`src/rtl/fulladder_seq_ctrl.sv`:
```
// Multi-cycle wide adder controller: walks K slices of N bits through one
// external N-bit ripple adder, least-significant slice first, chaining carry.
//
// Ports:
//   clk, rst_n        clock (rising edge), async active-low reset
//   start             request, accepted only while busy == 0
//   op_a, op_b, cin   W-bit operands and carry-in, sampled when accepted
//   busy, done        busy in RUN/DONE; done is a one-cycle result strobe
//   result, cout_o    wide sum and final carry, held until next accept
//   add_a/add_b/add_cin  slice operands driven to the attached adder
//   add_sum/add_cout     slice sum and carry returned by the adder
module fulladder_seq_ctrl #(
    parameter  int N  = 4,
    parameter  int K  = 4,
    localparam int W  = N * K,
    localparam int IW = (K > 1) ? $clog2(K) : 1
) (
    input  logic         clk,
    input  logic         rst_n,
    input  logic         start,
    input  logic [W-1:0] op_a,
    input  logic [W-1:0] op_b,
    input  logic         cin,
    output logic         busy,
    output logic         done,
    output logic [W-1:0] result,
    output logic         cout_o,
    output logic [N-1:0] add_a,
    output logic [N-1:0] add_b,
    output logic         add_cin,
    input  logic [N-1:0] add_sum,
    input  logic         add_cout
);

    typedef enum logic [1:0] {
        IDLE = 2'd0,
        RUN  = 2'd1,
        DONE = 2'd2
    } state_t;

    localparam logic [IW-1:0] IDX_LAST = IW'(K - 1);

    state_t        state_q, state_d;
    logic [IW-1:0] idx_q, idx_d;
    logic          carry_q, carry_d;
    logic [W-1:0]  a_q, a_d;
    logic [W-1:0]  b_q, b_d;
    logic [W-1:0]  result_q, result_d;
    logic          cout_q, cout_d;

    always_ff @(posedge clk or negedge rst_n) begin
        if (!rst_n) begin
            state_q  <= IDLE;
            idx_q    <= '0;
            carry_q  <= 1'b0;
            a_q      <= '0;
            b_q      <= '0;
            result_q <= '0;
            cout_q   <= 1'b0;
        end else begin
            state_q  <= state_d;
            idx_q    <= idx_d;
            carry_q  <= carry_d;
            a_q      <= a_d;
            b_q      <= b_d;
            result_q <= result_d;
            cout_q   <= cout_d;
        end
    end

    always_comb begin
        state_d  = state_q;
        idx_d    = idx_q;
        carry_d  = carry_q;
        a_d      = a_q;
        b_d      = b_q;
        result_d = result_q;
        cout_d   = cout_q;
        add_a    = '0;
        add_b    = '0;
        add_cin  = 1'b0;

        unique case (state_q)
            IDLE: begin
                if (start) begin
                    a_d      = op_a;
                    b_d      = op_b;
                    carry_d  = cin;
                    result_d = '0;
                    cout_d   = 1'b0;
                    idx_d    = '0;
                    state_d  = RUN;
                end
            end
            RUN: begin
                // The adder is purely combinational, so the slice sum
                // and carry are captured on the same edge they are driven.
                add_a   = a_q[idx_q*N +: N];
                add_b   = b_q[idx_q*N +: N];
                add_cin = carry_q;
                result_d[idx_q*N +: N] = add_sum;
                carry_d = add_cout;
                if (idx_q == IDX_LAST) begin
                    cout_d  = add_cout;
                    idx_d   = '0;
                    state_d = DONE;
                end else begin
                    idx_d = idx_q + 1'b1;
                end
            end
            DONE: begin
                state_d = IDLE;
            end
            default: begin
                state_d = IDLE;
            end
        endcase
    end

    assign busy   = (state_q != IDLE);
    assign done   = (state_q == DONE);
    assign result = result_q;
    assign cout_o = cout_q;

endmodule

```
`config.mk`:
```
export PLATFORM = sky130hd
export DESIGN_NAME = fulladder_seq_ctrl
export DESIGN_NICKNAME = d
export VERILOG_FILES = /design/src/rtl/fulladder_seq_ctrl.sv
export SDC_FILE = /design/constraint.sdc
export NUM_CORES = 1
export LEC_CHECK = 0
export CAP_MARGIN = 20
export CORE_MARGIN = 2
export CORE_UTILIZATION = 48
export CTS_CLUSTER_DIAMETER = 150
export DETAILED_ROUTE_END_ITERATION = 7
export GPL_TIMING_DRIVEN = 1
export PLACE_DENSITY = 0.79
export SKIP_CTS_REPAIR_TIMING = 1
export SLEW_MARGIN = 20
export SYNTH_ARGS = -nofsm -noshare
export SYNTH_HDL_FRONTEND = slang
export SYNTH_SLANG_ARGS = --single-unit
```
`constraint.sdc`:
```
create_clock -name clk -period 2 [get_ports clk]
set_input_delay 0.4 -clock clk [delete_from_list [all_inputs] [get_ports clk]]
set_output_delay 0.4 -clock clk [all_outputs]
set_load 0.1 [all_outputs]
```
== Yosys cells after proc, flatten, opt, wreduce, memory -nomap -nowiden ==
Index checks and enable logic that the tools add are counted.

* Input bits: 41
* Bits in registers: 54
* Output and inout port bits: 28
* Word-level logic and storage cells: 42

* Reductions and logical operators: 7
* Shifts and indexed selects: 4
* Multiplexer cells: 17
* Equal/unequal tests: 5
* Add/sub/neg operators: 2

{| class="wikitable"
|+ Operator list
! cell !! count
|-
| $neg 4->34 || 1
|-
| $shift 4x34->16 const A || 1
|-
| $shiftx 4x34->16 || 1
|-
| $pmux 16 s2 || 1
|-
| $shiftx 16x5->4 || 2
|-
| $bwmux 16 || 1
|-
| $mux 16 || 1
|-
| $mux 2 || 4
|-
| $mux 4 || 2
|-
| $pmux 2 s2 || 2
|-
| $reduce_and 2->1 || 3
|-
| $eq 2x2->1 const B || 2
|-
| $mux 1 || 4
|-
| $ne 2x2->1 const B || 2
|-
| $pmux 1 s2 || 2
|-
| $reduce_bool 2->1 || 2
|-
| $reduce_and 3->1 || 1
|-
| $add 2x1->2 const B || 1
|-
| $eq 2x1->1 const B || 1
|-
| $logic_not 2->1 || 1
|}

== Logic depth before layout (Yosys ltp) ==
* Depth after elaboration: 4
* Depth in mapped cells: 6
* Gate-level depth less buffers: 5

== Worst setup path before layout ==
No wires, ideal clock.

* Path kind: register to output
* Start point: reg state_q[0]
* End point: out add_a[0]
* Data arrival time: 1.699 ns
* Setup slack: -0.099 ns
* Stages on the path, launching flop included: 5
* Path buffers: 2
* Required time: 1.600 ns
* Path through: dfrtp_1 > buf_6 > nor2b_1 > clkbuf_1 > and2_1

* Cells in the longest elaborated chain, start to end: 2

{| class="wikitable"
|+ RTL lines
! what !! line !! source
|-
| start: declaration || 43 || <nowiki>state_t state_q, state_d;</nowiki>
|-
| start signal: assignment || 61 || <nowiki>state_q <= state_d;</nowiki>
|-
| $eq 2x1->1 || 83 || <nowiki>unique case (state_q)</nowiki>
|-
| $mux 4 || 83 ||
|-
| end: declaration || 28 || <nowiki>output logic [N-1:0] add_a,</nowiki>
|}

Every way passes these cells.

== Final worst setup path ==
* Start point: reg idx_q[0]
* End point: out add_b[0]

* Cells in the longest elaborated chain, start to end: 2

{| class="wikitable"
|+ RTL lines
! what !! line !! source
|-
| start: declaration || 44 || <nowiki>logic [IW-1:0] idx_q, idx_d;</nowiki>
|-
| start signal: assignment || 62 || <nowiki>idx_q <= idx_d;</nowiki>
|-
| $shiftx 16x5->4 || 99 || <nowiki>add_b = b_q[idx_q*N +: N];</nowiki>
|-
| $mux 4 || 83 ||
|-
| end: declaration || 29 || <nowiki>output logic [N-1:0] add_b,</nowiki>
|}

Every way passes these cells.

==> results_dict.tcl <==
set metrics [dict create \
    cts_buffer_depth 2 \
    synth_seq_cells 54 \
    fmax_ghz 0.466 \
    cp-start-kind "flip-flop" \
    finClkSkew_ns 0.00421 \
    reg2reg_depth 8 \
    grt-ovfl-total 0 \
    drtIter0Drc 63 \
    report.final.slew_viol_count 0 \
    dieHeight_um 77.1 \
    path_class "flip-flop to output pin" \
    path_max_fanout 6 \
    nFillCells 399 \
    maxCapViolCount 0 \
    ys_seq_area_share_pct 52.7 \
    rr_startpoint "idx_q[0]$_DFFE_PN0P_" \
    cts-htree-levels 2 \
    std_cell_rows 26 \
    placed_cell_area_um2 3400 \
    io_pins 69 \
    wirelength_um 5440 \
    ys_warn_count 0 \
    final_design_area_no_fill_um2 3570 \
    grt_use_total_pct 19.0 \
    antenna_left 0 \
    drc 0 \
    fp.dieArea_um2 5940 \
    outcome "finished, violations left" \
    reg2reg_setup_slack_ns 0.15 \
    syn_to_final_growth_pct 39.3 \
    cts_made_buffers 5 \
    die_width_um 77.1 \
    portBuffers 68 \
    fp.coreArea_um2 5140 \
    ys_top_cells_by_area "dfrtp_1 (53%), nand2_1 (15%), a22o_1 (5.5%), mux4_2 (4.4%), mux4_1 (3.1%)" \
    worstHoldPathType "input pin to async pin" \
    gp_congestion 0.750 \
    netlist.top_cell.by_area "dfrtp_1" \
    rsz0062_at_grt "true" \
    grt_pass1_vias 1968 \
    start_util_pct 49.9 \
    syn_nets 285 \
    setup_slack_ns -0.145 \
    hold-worst-slack_ns 0.0631 \
    dr_total_vias 1973 \
    final-instance-count-excl-fill 387 \
    tightest_slew_ns 0.524 \
    nNetsFinal 363 \
    synthCells 238 \
    worstReg2RegEnd "result[14]$_DFFE_PN0P_" \
    period_share_pct 107 \
    grt_max_degree 34 \
    crit_arrival_ns 1.75 \
    hpwlAfterDp_um 3890 \
    post-route-min-period_ns 2.15 \
    clk_pin_slew_worst_paths_ns 0.09 \
    seqCellArea_um2 1350 \
    synth_top_area_share_pct 52.7 \
    setup_viol 8 \
    drt_pass1_iterations 4 \
    finalHoldViolations 0 \
    cts-root-buf "clkbuf_8" \
    avgRoutedWirePerCell_um 14.1 \
    critPathRequiredTime_ns 1.60 \
    maxSlewHeadroom_pct 65.0 \
    cts_tree "built" \
    yosysUniqueCellTypes 29 \
    n_antenna_cell 0 \
    grt_pass1_wl_um 9030 \
    endpoint_kind "output pin" \
    syn_avg_cell_area_um2 10.8 \
    placedCellCount 374 \
    drive_gt1_share_pct 25.2 \
    clk_latency_ns 0.30 \
    viasPerCell 5.10 \
    violations "negative setup slack" \
    multi_input_area_um2 1120 \
    antenna_found_initial 0 \
    syn-cell-area_um2 2560 \
    clock_sinks 54 \
]
[layer usage]
| layer | part of all wire (%) | wire (µm) | GRT usage (%) |
|---|---|---|---|
| met2 | 50 | 2740 | 30.9 |
| met5 | 0 | 0 | 0 |
| met1 | 43 | 2370 | 25.5 |
| met4 | 0.62 | 34 | 4.64 |
| met3 | 5.6 | 302 | 5.18 |
[kinds of logic (layout without fill, tap and decap cells)]
| kind of cell | Yosys count | after routing | synth area share (%) |
|---|---|---|---|
| and+or+nand+nor | 130 | 130 | 23.9 |
| DFF | 54 | 54 | 52.7 |
| AOI/OAI and AO/OA | 25 | 25 | 7.91 |
| buffers and inverters | 15 | 94 | 5.08 |
| muxes | 8 | 8 | 7.47 |
| adders and majority gates | 6 | 6 | 2.93 |
[cell usage after synthesis]
library cell,number
o31ai_1,2
mux4_2,5
or2_2,1
ha_1,6
a22o_1,16
and2_1,10
nand2_1,104
nor2b_1,1
buf_8,3
a21o_1,4
inv_1,1
nand2b_1,3
buf_4,1
inv_4,1
a22oi_1,1
buf_2,3
nor4_4,2
nor3b_2,1
clkbuf_1,2
and2b_1,1
buf_6,4
nand3b_1,1
nor4b_4,1
dfrtp_1,54
o21ai_0,2
nor3_2,1
mux4_1,3
nand3_1,3
or3b_1,1
[cells in the final DEF (no fill, tap or decap), types with 2 or more instances in the layout]
cell             count
ha_1                 5
nand3_1              3
dfrtp_1             53
a21o_1               4
and2_1               2
mux4_2               8
nand2b_1             2
a22o_1              16
buf_12              13
clkdlybuf4s50_1     39
o21ai_0              2
and2_4               8
nor4_4               2
o31ai_1              2
nand2_1            104
clkbuf_8             6
buf_4               30
[layout make-up]
type	count	share of cell area, %
timing repair buffer	84	25.4
sequential	54	37.9
clock buffer	6	2.31
inverter	2	0.280
tap	70	2.45
clock inverter	2	0.351
multi-input combinational	169	31.3
[worst max-delay path by stage]
stage	startpoint	to	slack [ns]	cells after the start
6_report	idx_q[0]$_DFFE_PN0P_	add_b[0]	-0.15	4
5_1_grt	idx_q[0]$_DFFE_PN0P_	add_a[2]	-0.20	4
4_1_cts	idx_q[0]$_DFFE_PN0P_	add_b[3]	-0.22	4
3_5_place_dp	idx_q[0]$_DFFE_PN0P_	add_b[3]	0.12	4
3_3_place_gp	start	a_q[7]$_DFFE_PN0P_	0.13	5
2_1_floorplan	idx_q[0]$_DFFE_PN0P_	add_a[1]	0.08	3
[per-stage QoR]
stage	setup slack (ns)	utilization (%)	setup TNS, ns
after CTS	-0.223	67.9	-1.48
after floorplan	0.0759	-	0
final	-0.145	69.4	-1.08
after global placement	0.130	66.1	0
after detailed placement	0.121	66.1	0
after global routing	-0.202	69.4	-1.56
[registers in the layout, summed over array words and instances (netlist names)]
name     count
a_q         16
b_q         16
carry_q      1
cout_o       1
idx_q        2
result      16
state_q      2
[critical path, stage by stage (launching register included)]
cell	delay, ns
dfrtp_1	0.46
clkbuf_16	0.18
mux4_2	0.49
and2_4	0.16
buf_12	0.16
Power is not shown: default switching activity piles up to over one toggle a cycle in this logic, so the estimate is an artifact.
